<file path="config.mk">
export PLATFORM = sky130hd
export DESIGN_NAME = arith_quiz_ctrl_flat
export DESIGN_NICKNAME = d
export VERILOG_FILES = /design/src/rtl/quiz_pkg.sv /design/src/rtl/arith_quiz_ctrl_if.sv /design/src/rtl/seg7_decode.sv /design/src/rtl/arith_quiz_ctrl.sv /design/src/flat_wrapper.sv
export SDC_FILE = /design/constraint.sdc
export NUM_CORES = 1
export LEC_CHECK = 0
export ABC_AREA = 1
export BUFFER_PORTS_ARGS = -buffer_cell sky130_fd_sc_hd__buf_2
export CAP_MARGIN = 20
export CORE_MARGIN = 3
export CORE_UTILIZATION = 55
export DETAILED_ROUTE_END_ITERATION = 10
export GPL_ROUTABILITY_DRIVEN = 0
export PLACE_DENSITY = 0.74
export SYNTH_ARGS = -nofsm -noshare
export SYNTH_HDL_FRONTEND = slang
export SYNTH_SLANG_ARGS = --single-unit
</file>
<file path="constraint.sdc">
create_clock -name clk -period 23.1 [get_ports clk]
set_input_delay 4.62 -clock clk [delete_from_list [all_inputs] [get_ports clk]]
set_output_delay 4.62 -clock clk [all_outputs]
set_load 0.01 [all_outputs]
</file>
<file path="src/rtl/quiz_pkg.sv">
// ============================================================================
// Module      : quiz_pkg
// Description : Shared state codes, operator enum, 7-segment table and the
//               operator evaluation helper for the arithmetic quiz block.
// Revision    : 1.0 - initial release
// ============================================================================
`default_nettype none

package quiz_pkg;

    typedef logic [3:0] state_t;

    localparam state_t S_IDLE    = 4'd0;
    localparam state_t S_GEN     = 4'd1;
    localparam state_t S_SHOW_A  = 4'd2;
    localparam state_t S_SHOW_B  = 4'd3;
    localparam state_t S_SHOW_RT = 4'd4;
    localparam state_t S_SHOW_RU = 4'd5;
    localparam state_t S_WAIT    = 4'd6;
    localparam state_t S_SCORE   = 4'd7;
    localparam state_t S_DONE    = 4'd8;

    typedef enum logic [1:0] {
        OP_ADD = 2'd0,
        OP_SUB = 2'd1,
        OP_MUL = 2'd2,
        OP_DIV = 2'd3
    } op_e;

    // abcdefg, segment a in the MSB
    localparam logic [6:0] SEG_0     = 7'b1111110;
    localparam logic [6:0] SEG_1     = 7'b0110000;
    localparam logic [6:0] SEG_2     = 7'b1101101;
    localparam logic [6:0] SEG_3     = 7'b1111001;
    localparam logic [6:0] SEG_4     = 7'b0110011;
    localparam logic [6:0] SEG_5     = 7'b1011011;
    localparam logic [6:0] SEG_6     = 7'b1011111;
    localparam logic [6:0] SEG_7     = 7'b1110000;
    localparam logic [6:0] SEG_8     = 7'b1111111;
    localparam logic [6:0] SEG_9     = 7'b1111011;
    localparam logic [6:0] SEG_BLANK = 7'b0000000;

    localparam logic [3:0] DIGIT_BLANK = 4'hF;

    // Operands arrive ordered a >= b, so subtraction never wraps; a zero
    // divisor is treated as one.
    function automatic logic [6:0] apply_op(input logic [1:0] op,
                                            input logic [3:0] a,
                                            input logic [3:0] b);
        logic [6:0] aw;
        logic [6:0] bw;
        aw = {3'b000, a};
        bw = {3'b000, b};
        case (op_e'(op))
            OP_ADD:  return aw + bw;
            OP_SUB:  return aw - bw;
            OP_MUL:  return aw * bw;
            OP_DIV:  return aw / ((bw == 7'd0) ? 7'd1 : bw);
            default: return 7'd0;
        endcase
    endfunction

endpackage

`default_nettype wire

</file>
<file path="src/rtl/arith_quiz_ctrl_if.sv">
// ============================================================================
// Module      : arith_quiz_ctrl_if
// Description : Player-facing bundle of the quiz: start, answer buttons,
//               displays and status/verdict flags.
// Revision    : 1.0 - initial release
// ============================================================================
`default_nettype none

interface arith_quiz_ctrl_if #(
    parameter int NUM_OPS = 3
);
    logic               start;
    logic [NUM_OPS-1:0] switch;
    logic [6:0]         num_led;
    logic [6:0]         point_led;
    logic [1:0]         operator;
    logic               busy;
    logic               done;
    logic               correct;
    logic               wrong;

    modport master (
        output start, switch,
        input  num_led, point_led, operator, busy, done, correct, wrong
    );

    modport slave (
        input  start, switch,
        output num_led, point_led, operator, busy, done, correct, wrong
    );
endinterface

`default_nettype wire

</file>
<file path="src/rtl/seg7_decode.sv">
// ============================================================================
// Module      : seg7_decode
// Description : 4-bit digit to abcdefg segment code; codes above 9 are blank.
// Revision    : 1.0 - initial release
// ============================================================================
`default_nettype none

module seg7_decode
    import quiz_pkg::*;
(
    input  logic [3:0] digit_i,
    output logic [6:0] seg_o
);

    always_comb begin
        case (digit_i)
            4'd0:    seg_o = SEG_0;
            4'd1:    seg_o = SEG_1;
            4'd2:    seg_o = SEG_2;
            4'd3:    seg_o = SEG_3;
            4'd4:    seg_o = SEG_4;
            4'd5:    seg_o = SEG_5;
            4'd6:    seg_o = SEG_6;
            4'd7:    seg_o = SEG_7;
            4'd8:    seg_o = SEG_8;
            4'd9:    seg_o = SEG_9;
            default: seg_o = SEG_BLANK;
        endcase
    end

endmodule

`default_nettype wire

</file>
<file path="src/rtl/arith_quiz_ctrl.sv">
// ============================================================================
// Module      : arith_quiz_ctrl
// Description : Arithmetic quiz: shows a, b and a two-digit result, player
//               names the operator; optional answer timeout via QUIZ_TIMEOUT_EN.
// Revision    : 1.0 - initial release
// ============================================================================
`default_nettype none

module arith_quiz_ctrl
    import quiz_pkg::*;
#(
    parameter int NUM_OPS        = 3,
    parameter int DIGIT_MAX      = 9,
    parameter int SHOW_CYCLES    = 1024,
    parameter int ROUNDS         = 9,
    parameter int TIMEOUT_CYCLES = 65536
) (
    input  logic             clk,
    input  logic             reset,
    arith_quiz_ctrl_if.slave quiz
);

    localparam int HOLD_W = (SHOW_CYCLES > 1) ? $clog2(SHOW_CYCLES) : 1;

    generate
        if (NUM_OPS < 2 || NUM_OPS > 4 || DIGIT_MAX < 1 || DIGIT_MAX > 9 ||
            SHOW_CYCLES < 1 || ROUNDS < 1 || ROUNDS > 15 || TIMEOUT_CYCLES < 1) begin : g_param_check
            $error("arith_quiz_ctrl: parameter out of range");
        end
    endgenerate

    state_t             state_q, state_d;
    logic [HOLD_W-1:0]  hold_q, hold_d;
    logic [7:0]         lfsr_q;
    logic [3:0]         a_q, b_q, tens_q, units_q;
    logic [1:0]         op_q;
    logic [6:0]         res_q;
    logic [3:0]         score_q, rounds_q;
    logic [NUM_OPS-1:0] sw_q;
    logic               correct_q, wrong_q, busy_q, done_q;
    logic [6:0]         num_led_q, point_led_q;

    logic [3:0]         w_x, w_y, w_a, w_b, w_num_digit;
    logic [1:0]         w_op, w_sel;
    logic [6:0]         w_res, w_num_seg, w_point_seg;
    logic [NUM_OPS-1:0] w_rise;
    logic               w_press, w_good, w_correct, w_wrong, w_timeout;

    // Question drawn from the LFSR value present during GEN
    always_comb begin
        w_x  = 4'(32'(lfsr_q[3:0]) % (DIGIT_MAX + 1));
        w_y  = 4'(32'(lfsr_q[7:4]) % (DIGIT_MAX + 1));
        w_a  = (w_x > w_y) ? w_x : w_y;
        w_b  = (w_x > w_y) ? w_y : w_x;
        w_op = 2'(32'(lfsr_q[1:0]) % NUM_OPS);
        if (w_op == OP_DIV && w_b == 4'd0) begin
            w_b = 4'd1;
        end
        w_res = apply_op(w_op, w_a, w_b);
    end

    always_comb begin
        w_rise = quiz.switch & ~sw_q;
        w_sel  = 2'd0;
        for (int i = 0; i < NUM_OPS; i++) begin
            if (w_rise[i]) begin
                w_sel = 2'(i);
            end
        end
        w_press   = |w_rise;
        w_good    = $onehot(w_rise) && (apply_op(w_sel, a_q, b_q) == res_q);
        w_correct = (state_q == S_WAIT) && w_press && w_good;
        w_wrong   = (state_q == S_WAIT) && ((w_press && !w_good) || w_timeout);
    end

`ifdef QUIZ_TIMEOUT_EN
    localparam int TO_W = $clog2(TIMEOUT_CYCLES + 1);
    logic [TO_W-1:0] to_cnt_q;

    // Held at zero outside WAIT_ANS, so every answer window starts fresh
    always_ff @(posedge clk) begin
        if (reset || state_q != S_WAIT) begin
            to_cnt_q <= '0;
        end else begin
            to_cnt_q <= to_cnt_q + TO_W'(1);
        end
    end

    assign w_timeout = (state_q == S_WAIT) && (to_cnt_q == TO_W'(TIMEOUT_CYCLES - 1));
`else
    assign w_timeout = 1'b0;
`endif

    always_comb begin
        state_d = state_q;
        hold_d  = hold_q;
        case (state_q)
            S_IDLE: begin
                if (quiz.start) begin
                    state_d = S_GEN;
                end
            end
            S_GEN: begin
                state_d = S_SHOW_A;
                hold_d  = '0;
            end
            S_SHOW_A, S_SHOW_B, S_SHOW_RT, S_SHOW_RU: begin
                if (hold_q == HOLD_W'(SHOW_CYCLES - 1)) begin
                    hold_d  = '0;
                    state_d = (state_q == S_SHOW_RU) ? S_WAIT : state_q + 4'd1;
                end else begin
                    hold_d = hold_q + HOLD_W'(1);
                end
            end
            S_WAIT: begin
                if (w_correct || w_wrong) begin
                    state_d = S_SCORE;
                end
            end
            S_SCORE: begin
                state_d = (rounds_q == 4'(ROUNDS)) ? S_DONE : S_GEN;
            end
            S_DONE: begin
                state_d = S_DONE;
            end
            default: begin
                state_d = S_IDLE;
            end
        endcase
    end

    always_comb begin
        case (state_q)
            S_SHOW_A:                   w_num_digit = a_q;
            S_SHOW_B:                   w_num_digit = b_q;
            S_SHOW_RT:                  w_num_digit = tens_q;
            S_SHOW_RU, S_WAIT, S_SCORE: w_num_digit = units_q;
            default:                    w_num_digit = DIGIT_BLANK;
        endcase
    end

    seg7_decode u_num_seg (
        .digit_i (w_num_digit),
        .seg_o   (w_num_seg)
    );

    seg7_decode u_point_seg (
        .digit_i (score_q),
        .seg_o   (w_point_seg)
    );

    always_ff @(posedge clk) begin
        if (reset) begin
            state_q     <= S_IDLE;
            hold_q      <= '0;
            lfsr_q      <= 8'hA5;
            a_q         <= '0;
            b_q         <= '0;
            tens_q      <= '0;
            units_q     <= '0;
            op_q        <= '0;
            res_q       <= '0;
            score_q     <= '0;
            rounds_q    <= '0;
            sw_q        <= '0;
            correct_q   <= 1'b0;
            wrong_q     <= 1'b0;
            busy_q      <= 1'b0;
            done_q      <= 1'b0;
            num_led_q   <= SEG_BLANK;
            point_led_q <= SEG_0;
        end else begin
            state_q <= state_d;
            hold_q  <= hold_d;
            lfsr_q  <= {lfsr_q[6:0], lfsr_q[7] ^ lfsr_q[5] ^ lfsr_q[4] ^ lfsr_q[3]};
            sw_q    <= quiz.switch;
            if (state_q == S_GEN) begin
                a_q     <= w_a;
                b_q     <= w_b;
                op_q    <= w_op;
                res_q   <= w_res;
                tens_q  <= 4'(w_res / 7'd10);
                units_q <= 4'(w_res % 7'd10);
            end
            if (w_correct && score_q != 4'd9) begin
                score_q <= score_q + 4'd1;
            end
            if (w_correct || w_wrong) begin
                rounds_q <= rounds_q + 4'd1;
            end
            correct_q   <= w_correct;
            wrong_q     <= w_wrong;
            busy_q      <= (state_d != S_IDLE) && (state_d != S_DONE);
            done_q      <= (state_d == S_DONE);
            num_led_q   <= w_num_seg;
            point_led_q <= w_point_seg;
        end
    end

    assign quiz.num_led   = num_led_q;
    assign quiz.point_led = point_led_q;
    assign quiz.operator  = op_q;
    assign quiz.busy      = busy_q;
    assign quiz.done      = done_q;
    assign quiz.correct   = correct_q;
    assign quiz.wrong     = wrong_q;

endmodule

`default_nettype wire

</file>
<file path="src/flat_wrapper.sv">
// flat-port wrapper written by rule: the top's interface ports become plain ports
module arith_quiz_ctrl_flat import quiz_pkg::*;
#(
    parameter int NUM_OPS        = 3,
    parameter int DIGIT_MAX      = 9,
    parameter int SHOW_CYCLES    = 1024,
    parameter int ROUNDS         = 9,
    parameter int TIMEOUT_CYCLES = 65536
)
  (clk, reset, quiz_start, quiz_switch, quiz_num_led, quiz_point_led, quiz_operator, quiz_busy, quiz_done, quiz_correct, quiz_wrong);
  arith_quiz_ctrl_if #(.NUM_OPS(NUM_OPS)) quiz_i ();
  input  logic clk;
  input  logic reset;
  input wire logic [$bits(quiz_i.start)-1:0] quiz_start;
  input wire logic [$bits(quiz_i.switch)-1:0] quiz_switch;
  output wire logic [$bits(quiz_i.num_led)-1:0] quiz_num_led;
  output wire logic [$bits(quiz_i.point_led)-1:0] quiz_point_led;
  output wire logic [$bits(quiz_i.operator)-1:0] quiz_operator;
  output wire logic [$bits(quiz_i.busy)-1:0] quiz_busy;
  output wire logic [$bits(quiz_i.done)-1:0] quiz_done;
  output wire logic [$bits(quiz_i.correct)-1:0] quiz_correct;
  output wire logic [$bits(quiz_i.wrong)-1:0] quiz_wrong;
  assign quiz_i.start = quiz_start;
  assign quiz_i.switch = quiz_switch;
  assign quiz_num_led = quiz_i.num_led;
  assign quiz_point_led = quiz_i.point_led;
  assign quiz_operator = quiz_i.operator;
  assign quiz_busy = quiz_i.busy;
  assign quiz_done = quiz_i.done;
  assign quiz_correct = quiz_i.correct;
  assign quiz_wrong = quiz_i.wrong;
  arith_quiz_ctrl #(.NUM_OPS(NUM_OPS), .DIGIT_MAX(DIGIT_MAX), .SHOW_CYCLES(SHOW_CYCLES), .ROUNDS(ROUNDS), .TIMEOUT_CYCLES(TIMEOUT_CYCLES)) u_core (.clk(clk), .reset(reset), .quiz(quiz_i));
endmodule
</file>
### Word level (Yosys, flattened, before mapping)

Memory sizes are Yosys's and may differ from the RTL's. A register that Yosys moved wholly into a read port is not among the register bits.
Index checks and enable logic that the tools add are counted.

* mux-type cells: 18
* multipliers: 2
* div/mod/pow operators: 7
* reduce and logical (&&, ||, !) cells: 21
* eq/ne operators: 21
* order comparisons: 1
* bitwise logic cells: 5
* $add $sub $neg: 10
* shifts and indexed selects: 0

Operators with widths (number)
* modulo 4 x 4 -> 32 bit, second input constant: 2
* one-hot mux 7 bit (4 select lines): 2
* two-way mux 4 bit: 10
* modulo 2 x 2 -> 32 bit, second input constant: 1
* one-hot mux 4 bit (6 select lines): 1
* one-hot mux 10 bit (2 select lines): 1
* == test 4 x 3 -> 1 bit, second input constant: 4
* zero test 4 bit: 4
* one-hot mux 4 bit (4 select lines): 1
* divider 4 x 7 -> 7 bit: 2
* multiplier 4 x 4 -> 7 bit: 2
* adder 4 x 1 -> 4 bit, second input constant: 3
* == test 4 bit, second input constant: 3
* adder 10 x 1 -> 10 bit, second input constant: 1
* adder 4 x 4 -> 5 bit: 2
* == test 10 bit, second input constant: 1
* two-way mux 10 bit: 1
* subtractor 4 x 4 -> 5 bit: 2
* == test 2 bit, second input constant: 4
* == test 4 x 2 -> 1 bit, second input constant: 2
* logical AND 1 bit: 8
* != test 4 bit, second input constant: 2
* divider 7 x 4 -> 7 bit, second input constant: 1
* == test 7 bit: 1
* other kinds (18): 24

* output and inout bits: 20
* word-level logic and storage cells: 103
* bits in read-only memories: 224
* bits in writable memories: 0
* bits in registers: 62
* input port bits: 6
* memories: 2
* bits in latches: 0

Memory list
* (no name shown): words 16, bits a word 7, rd ports 1, clocked after memory_dff 1, write ports 0, line seg7_decode.sv:16 `case (digit_i)`
* (no name shown): words 16, bits a word 7, rd ports 1, clocked after memory_dff 1, write ports 0, line seg7_decode.sv:16

### Depth between registers and ports, before layout

Gate-level depths: netlist of the first run.

* depth in word-level cells: 16
* gate-level depth with buffers: 78
* depth with buffers taken out: 78

### By module

A second synthesis of the first run with hierarchy kept.

* cells, all modules: 1069
* area total of the unflattened synthesis: 7084.3 um^2

Modules (own cells, without submodules)
* arith_quiz_ctrl: sequential area each 1501.4 um^2, area an instance 6675.2 um^2, cells an instance 993, times used 1
* seg7_decode at u_core.u_point_seg: sequential area each 0.0 um^2, area an instance 210.2 um^2, cells an instance 39, times used 1
* seg7_decode at u_core.u_num_seg: sequential area each 0.0 um^2, area an instance 198.9 um^2, cells an instance 37, times used 1

### Least setup slack after synthesis of the first run

No wires, ideal clock.

* path kind: register to register
* start point: register u_core.lfsr_q[0]
* end point: register u_core.units_q[1]
* required time: 22.966 ns
* stages on the path, launching flop included: 72
* library setup time: 0.134 ns
* clock period less this slack: 9.676 ns
* buffers on the path: 1
* data arrival time: 9.543 ns
* slack: 13.424 ns
* path through: dfxtp_1 -> inv_1 -> ha_1 -> nor2_1 -> nand2_2 -> a21oi_1 -> ha_1 -> a31oi_1 -> nand2_4 -> nand2_4 -> buf_6 -> nand2_2 -> nand2_2 -> nand2_1 -> o21ai_0 -> inv_1 -> ha_1 -> or3_1 -> [... 36 more ...] -> ha_1 -> a21boi_0 -> o21ai_0 -> nand2_1 -> a21oi_1 -> nand2_1 -> nor2_1 -> nand3_1 -> nand2_1 -> nand2_1 -> nand2_1 -> nand4_1 -> nor2_2 -> inv_1 -> nand2_2 -> nand2_2 -> nand2_1 -> a21oi_2

* elaborated cells on any way between the ends: 20
* those cells by class: add/sub (2); mul (1); div (4); order compare (1); eq/ne (3); mux (5); reduce/logical (4)

RTL lines
* start: declaration: line arith_quiz_ctrl.sv:34 `logic [7:0] lfsr_q;`
* start signal: assignment: line arith_quiz_ctrl.sv:175 `lfsr_q <= {lfsr_q[6:0], lfsr_q[7] ^ lfsr_q[5] ^ lfsr_q[4] ^ lfsr_q[3]};`
* modulo 2 x 2 -> 32 bit (*): line arith_quiz_ctrl.sv:55 `w_op = 2'(32'(lfsr_q[1:0]) % NUM_OPS);`
* via u_core.w_op[1]: line arith_quiz_ctrl.sv:44 `logic [1:0] w_op, w_sel;`
* == test 2 bit: line quiz_pkg.sv:54, arith_quiz_ctrl.sv:56
* logical AND 1 bit: line arith_quiz_ctrl.sv:56 `if (w_op == OP_DIV && w_b == 4'd0) begin`
* two-way mux 4 bit: line arith_quiz_ctrl.sv:56
* zero test 4 bit: line quiz_pkg.sv:58 `OP_DIV: return aw / ((bw == 7'd0) ? 7'd1 : bw);`
* two-way mux 4 bit: line quiz_pkg.sv:58
* divider 4 x 7 -> 7 bit: line quiz_pkg.sv:58
* one-hot mux 7 bit (4 select lines) (*): line quiz_pkg.sv:54 `case (op_e'(op))`
* modulo 7 x 4 -> 7 bit (*): line arith_quiz_ctrl.sv:183 `units_q <= 4'(w_res % 7'd10);`
* end signal: assignment: line arith_quiz_ctrl.sv:183
* end: declaration: line arith_quiz_ctrl.sv:35 `logic [3:0] a_q, b_q, tens_q, units_q;`

Mark *: on every way through the listed nets, which the timed path passes. The rest lies on a longest branch.
A chain may end at the register's enable or synchronous reset.

### Worst setup path after layout of the first run

Ends and elaborated chain as after synthesis.

==> flow_metrics.py, run 1 <==
metrics = {
    "outcome": {
        "status": "complete, no violations",
    },
    "floorplanning": {
        "io_pins": 26,
        "coreArea_um2": 11800,
        "initial_utilization_pct": 57.8,
        "core.rowCount": 39,
        "die_h_um": 117,
        "die_w_um": 117,
        "die-area_um2": 13700,
    },
    "place": {
        "dp.cells": 1184,
        "dpl.hpwl_um": 11500,
        "port_buffers": 25,
        "dpl_cell_area_um2": 7100,
    },
    "synthesis": {
        "postSynthCellCount": 1003,
        "synth_ff_type": "dfxtp_1",
        "yosys_warnings": 0,
        "async_flop_share_pct": 0,
        "synth_cell_types": 54,
        "netlist_area_um2": 6790,
        "ys_ff_latch": 75,
        "synth_edf_count": 0,
        "ys_seq_area_share_pct": 22.1,
        "avgSynthCellArea_um2": 6.77,
    },
    "routing": {
        "post-route-drc-count": 0,
        "wl_met3_um": 496,
        "detail-route-antenna-nets": 0,
        "detail_route.wl_per_cell_um": 12.2,
        "viasPerCell": 5.10,
        "topRoutingLayerUsed": "met4",
        "vias": 6109,
        "drt-pass1-iter-count": 5,
        "wl_met1_um": 7310,
        "routed-wl-met2_um": 6700,
        "drt_first_iter_violations": 328,
        "drt-total-wl_um": 14600,
    },
    "clocking": {
        "postCtsHoldBufs": 0,
        "clk_pin_slew_worst_paths_ps": 60,
        "cts_tree": "built",
        "cts_resized": 0,
        "cts_setup_buffers": 0,
        "clk_path_buf_depth": 2,
        "clock_latency_ps": 330,
        "cts_buffers": 9,
        "clock_sinks": 75,
        "root_buffer": "clkbuf_16",
        "htree_levels": 3,
    },
    "sta": {
        "finalSetupTns_ps": 0,
        "fin_crit_sh_pct": 46.5,
        "fin_hold_ws_ps": 482,
        "finClkSkew_ps": 4.61,
        "clock.fmax_mhz": 93.0,
        "slew_viol_final": 0,
        "hold_viol": 0,
        "slew_headroom_pct": 49.5,
        "worstMarginPinSlew_ps": 756,
        "finalSetupViolCount": 0,
        "rsz0062_at_grt": "false",
        "fin_crit_ps": 10750,
    },
    "worst_setup_path": {
        "cp-end-kind": "flop",
        "crit_top_cell": "nand2_1",
        "cp_top_family": "simple AND/OR/NAND/NOR gates",
        "critPathMaxStageDelay_ps": 380,
        "critPathRequiredTime_ps": 23300,
        "cp_max_fo": 15,
        "critPathBufInv": 11,
        "crit_path_start_kind": "flop",
        "worstPathArrival_ps": 10960,
        "crit_type": "flop to flop",
        "cp_slowest_cell": "dfxtp_1",
    },
    "global_route": {
        "grt_antenna_before_repair": 0,
        "grt.overflow.total": 0,
        "grt_pass1_vias": 5565,
        "grtUsageTotal_pct": 22.4,
        "grt_start_max_net_pins": 43,
        "grt_pass1_wl_um": 25000,
    },
    "final_layout": {
        "fill_cells": 1116,
        "area_growth_pct": 8.88,
        "drive_gt1_share_pct": 11.2,
        "final_cell_area_um2": 7400,
        "nets": 1137,
        "n_antenna_cell": 0,
        "mostFrequentLayoutCell": "nand2_1",
        "final_cells": 1199,
        "mostFrequentLayoutCells": "nand2_1 (187), inv_1 (181), nor2_1 (93), ha_1 (87), dfxtp_1 (75)",
    },
    "flow_run": {
        "maxCapViolations": 0,
    },
    "power": {
        "vdd_ir_drop_max_v": 0.000169,
        "p_clk_share_pct": 13.0,
        "switching_share_pct": 51.7,
        "p_seq_share_pct": 14.4,
        "p_int_uw": 507,
        "power.switching_uw": 543,
        "combPwrFrac_pct": 72.5,
        "p_per_area_nw_per_um2": 142,
        "p_leak_nw": 3.90,
    },
    "min_path": {
        "min_path_type": "flop to flop",
    },
}
final cells by class:
class / instances / area (um2) / area share (%)
Sequential cell: 75 / 1500 / 20.3
Clock inverter: 4 / 51.3 / 0.694
Multi-Input combinational cell: 724 / 4520 / 61.1
Clock buffer: 11 / 243 / 3.28
Timing Repair Buffer: 29 / 155 / 2.10
Inverter: 192 / 721 / 9.74
Tap cell: 164 / 205 / 2.77
power by group through the flow:
| stage | Combinational [mW] | Sequential (mW) | Clock (mW) |
|---|---|---|---|
| floorplan | 0.615 | 0.151 | 0 |
| global placement | 0.743 | 0.154 | 0 |
| detailed placement | 0.751 | 0.154 | 0 |
| CTS | 0.756 | 0.151 | 0.140 |
| global route | 0.878 | 0.153 | 0.145 |
| finish | 0.761 | 0.152 | 0.137 |
per-stage QoR:
step	util (%)	worst slack, ps	total power, mW
2_1_floorplan	-	13420	0.767
3_3_place_gp	60.4	12780	0.898
3_5_place_dp	60.4	12390	0.905
4_1_cts	62.9	12390	1.05
5_1_grt	62.9	10900	1.18
6_report	62.9	12350	1.05
sequential cells by signal (all words and copies together), names as in the netlist:
register	count
u_core.res_q	7
u_core.score_q	4
u_core.quiz.wrong	1
u_core.quiz.correct	1
u_core.lfsr_q	8
u_core.b_q	4
u_core.state_q	4
u_core.quiz.point_led	7
u_core.quiz.done	1
u_core.tens_q	4
u_core.a_q	4
u_core.hold_q	10
u_core.quiz.num_led	7
u_core.units_q	3
u_core.sw_q	3
u_core.quiz.busy	1
u_core.quiz.operator	2
u_core.rounds_q	4
layer usage:
layer | global-route usage (%) | up-vias
met4 | 3.98 | 0
li1 | - | 3271
met3 | 3.39 | 11
met2 | 38.0 | 110
met5 | 0 | -
met1 | 30.5 | 2717
cells in the mapped netlist (all sizes together) (2+ instances only):
master | number | area share (%)
o211ai | 6 | 0.66
buf | 4 | 0.35
xnor2 | 4 | 0.52
nor3 | 12 | 0.88
a221oi | 6 | 0.77
fa | 13 | 3.8
dfxtp | 75 | 22
nor2 | 98 | 5.6
xor2 | 19 | 2.4
inv | 191 | 11
or2 | 9 | 0.83
a21oi | 61 | 4.8
o22ai | 3 | 0.28
ha | 87 | 16
nand3 | 58 | 4.7
o21bai | 4 | 0.44
nand3b | 2 | 0.22
clkbuf | 10 | 0.55
or3 | 3 | 0.28
a211oi | 5 | 0.55
o31ai | 2 | 0.22
nand4 | 9 | 0.92
and3 | 2 | 0.18
o21ai | 77 | 5.9
nand2 | 220 | 14
a31oi | 7 | 0.64
nor3b | 2 | 0.22
nor4 | 2 | 0.18
kinds of logic after synthesis:
group	after synthesis	share of synthesized area, %
buffers and inverters	206	11.5
AND/OR/NAND/NOR	419	28.3
flip-flops	75	22.1
XOR/XNOR	23	2.96
adder cells (fa/ha/maj)	100	19.9
other	1	0.0552
AO/OA/AOI/OAI	179	15.3
worst paths after layout:
check / startpoint / to / slack (ps) / cells after the start
max: u_core.lfsr_q[0]$_SDFF_PP1_ / u_core.units_q[1]$_SDFFE_PP0P_ / 12350 / 70
min: u_core.hold_q[0]$_SDFFE_PP0P_ / u_core.hold_q[0]$_SDFFE_PP0P_ / 480 / 1
max reg2reg: u_core.lfsr_q[0]$_SDFF_PP1_ / u_core.units_q[1]$_SDFFE_PP0P_ / 12350 / 70
min reg2reg: u_core.hold_q[0]$_SDFFE_PP0P_ / u_core.hold_q[0]$_SDFFE_PP0P_ / 480 / 1
(Power assumes the default switching activity.)
==> run 2: changes to the inputs <==
--- a/config.mk
+++ b/config.mk
@@ -12,7 +12,7 @@
 export CORE_UTILIZATION = 55
 export DETAILED_ROUTE_END_ITERATION = 10
 export GPL_ROUTABILITY_DRIVEN = 0
-export PLACE_DENSITY = 0.74
+export PLACE_DENSITY = 0.77
 export SYNTH_ARGS = -nofsm -noshare
 export SYNTH_HDL_FRONTEND = slang
 export SYNTH_SLANG_ARGS = --single-unit
==> constraint.sdc (replaced) <==
create_clock -name clk -period 9.63 [get_ports clk]
set_input_delay 1.926 -clock clk [delete_from_list [all_inputs] [get_ports clk]]
set_output_delay 1.926 -clock clk [all_outputs]
set_load 0.01 [all_outputs]
==> run 2 against run 1 <==
  * Maximum frequency up 18%
  * Register-to-register slack worse by 12000 ps
  * Largest power group unchanged
  * Routed wire length up 7.3%
  * Cell area up 5.7%
  * Critical path type unchanged
  * Largest cell class unchanged
  * Die area unchanged
  * Non-clock buffer count up 33
  * Cell count up 2.9%
  * Flip-flop and latch count unchanged
==> flow_metrics.py, run 2 (synthesis results as in run 1) <==
metrics = {
    "outcome": {
        "status": "complete, no violations",
    },
    "worst_setup_path": {
        "cp_top_family": "simple AND/OR/NAND/NOR gates",
        "worstReg2RegStart": "u_core.lfsr_q[0]$_SDFF_PP1_",
        "worstPathArrival_ps": 9310,
        "critPathMaxStageDelay_ps": 360,
        "r2r_slack_ps": 530,
        "critPathBufInv": 13,
        "crit_type": "flop to flop",
        "cp_slowest_cell": "or3_1",
        "critPathRequiredTime_ps": 9840,
        "cp.depth": 76,
        "cp_max_fo": 7,
        "cp-end-kind": "flop",
        "cp-startpoint": "u_core.lfsr_q[0]$_SDFF_PP1_",
        "crit_path_start_kind": "flop",
        "crit_top_cell": "nand2_1",
        "r2r_cells": 76,
    },
    "sta": {
        "slew_headroom_pct": 39.6,
        "clock.fmax_mhz": 110,
        "finalSetupViolCount": 0,
        "fin_crit_ps": 9100,
        "finClkSkew_ps": 7.92,
        "worstMarginPinSlew_ps": 896,
        "slew_viol_final": 0,
        "hold_viol": 0,
        "fin_crit_sh_pct": 94.5,
        "fin_ws_ps": 527,
    },
    "floorplanning": {
        "die-area_um2": 13700,
        "die_w_um": 117,
        "coreArea_um2": 11800,
        "die_h_um": 117,
        "core.rowCount": 39,
        "initial_utilization_pct": 57.8,
        "io_pins": 26,
    },
    "final_layout": {
        "n_antenna_cell": 0,
        "area_growth_pct": 15.1,
        "nets": 1171,
        "mostFrequentLayoutCells": "nand2_1 (182), inv_1 (176), nor2_1 (90), ha_1 (84), dfxtp_1 (73)",
        "fill_cells": 1020,
        "mostFrequentLayoutCell": "nand2_1",
        "drive_gt1_share_pct": 17.0,
        "largest_register_ff_count": 10,
        "regMostFlops": "u_core.hold_q",
        "final_cells": 1234,
        "largestRegisters": "u_core.hold_q x10, u_core.lfsr_q x8",
    },
    "routing": {
        "post-route-drc-count": 0,
        "detail-route-antenna-nets": 0,
        "drt_first_iter_violations": 389,
        "drt-total-wl_um": 15700,
        "vias": 6421,
        "drt-pass1-iter-count": 5,
        "detail_route.wl_per_cell_um": 12.7,
        "viasPerCell": 5.20,
    },
    "min_path": {
        "hold_depth": 2,
        "hp-start": "u_core.res_q[1]$_SDFFE_PP0P_",
        "min_path_type": "flop to flop",
    },
    "place": {
        "dp.cells": 1199,
        "pre_cts_slack_ps": -253,
        "port_buffers": 25,
        "dpl.hpwl_um": 11700,
    },
    "clocking": {
        "clock_sinks": 75,
        "postCtsHoldBufs": 0,
        "cts_buffers": 9,
        "root_buffer": "clkbuf_16",
        "clock_latency_ps": 330,
        "htree_levels": 3,
        "clk_path_buf_depth": 2,
        "cts_tree": "built",
        "clk_pin_slew_worst_paths_ps": 60,
    },
    "global_route": {
        "grt_start_max_net_pins": 43,
        "grt_pass1_wl_um": 25500,
        "grt_antenna_before_repair": 0,
        "grt.overflow.total": 0,
        "grtUsageTotal_pct": 22.6,
        "grt_pass1_vias": 5765,
    },
    "power": {
        "p_leak_nw": 4.07,
        "p_per_area_nw_per_um2": 395,
        "vdd_ir_drop_max_v": 0.000480,
    },
    "flow_run": {
        "maxCapViolations": 0,
    },
}
-- run 2: cell types whose count changed in the layout (fill, tap and decap cells not counted), moves of 4 or more --
cell,delta
o21ai_0,-11
inv_2,+4
o21ai_1,+4
o21ai_2,+7
a21oi_1,-4
buf_4,+33
nand2_2,+5
inv_1,-5
nand2_1,-5
-- run 2: metal layers --
layer,routed length [um],track usage [%],vias up
li1,-,-,3345
met1,7330,29.5,2909
met2,7410,38.7,145
met3,748,4.52,22
met4,226,4.66,0
met5,0,0,-
-- run 2: final cells by class --
class	count	area (um2)	area share, %
multi-input cells	725	4690	59.9
flip-flops and latches	75	1510	19.3
inverters	192	723	9.25
repair buffers	62	403	5.15
clock buffers	11	233	2.98
well taps	164	205	2.62
clock inverters	5	62.6	0.800
-- run 2: through the flow --
| stage | instance area (um2) | setup TNS, ps | total power, mW | utilization, % | hold WS, ps |
|---|---|---|---|---|---|
| finish | 7820 | 0 | 3.09 | 66.5 | 483 |
| global placement | 7220 | 0 | 2.21 | 61.4 | 461 |
| CTS | 7530 | 0 | 2.62 | 64.1 | 483 |
| global route | 7820 | -976 | 3.42 | 66.5 | 499 |
| floorplan | 6800 | 0 | 1.84 | - | 445 |
| detailed placement | 7220 | -845 | 2.24 | 61.4 | 471 |
-- run 2: report_power, final --
| group | switching [mW] | total (mW) | leakage (nW) | internal, mW |
|---|---|---|---|---|
| clock | 0.128 | 0.330 | 0.136 | 0.202 |
| sequential | 0.0256 | 0.364 | 0.613 | 0.338 |
| combinational | 1.41 | 2.40 | 3.32 | 0.990 |
-- run 2: repair_timing --
action | CTS | global route
buffers inserted | 1 | 17
endpoints found under the setup margin | 4 | 5
pin swaps | 2 | 26
gates cloned | 0 | 1
resized for setup | 5 | 47
-- run 2: worst min-delay path, stage by stage, from the launching register on --
cell and delay [ps]:
dfxtp_1 320, nand2_1 60, a21oi_1 50
-- run 2: final timing paths --
check / endpoint
setup reg to reg: u_core.units_q[1]$_SDFFE_PP0P_
hold / removal: u_core.res_q[1]$_SDFFE_PP0P_
hold reg to reg: u_core.res_q[1]$_SDFFE_PP0P_
setup / recovery: u_core.units_q[1]$_SDFFE_PP0P_
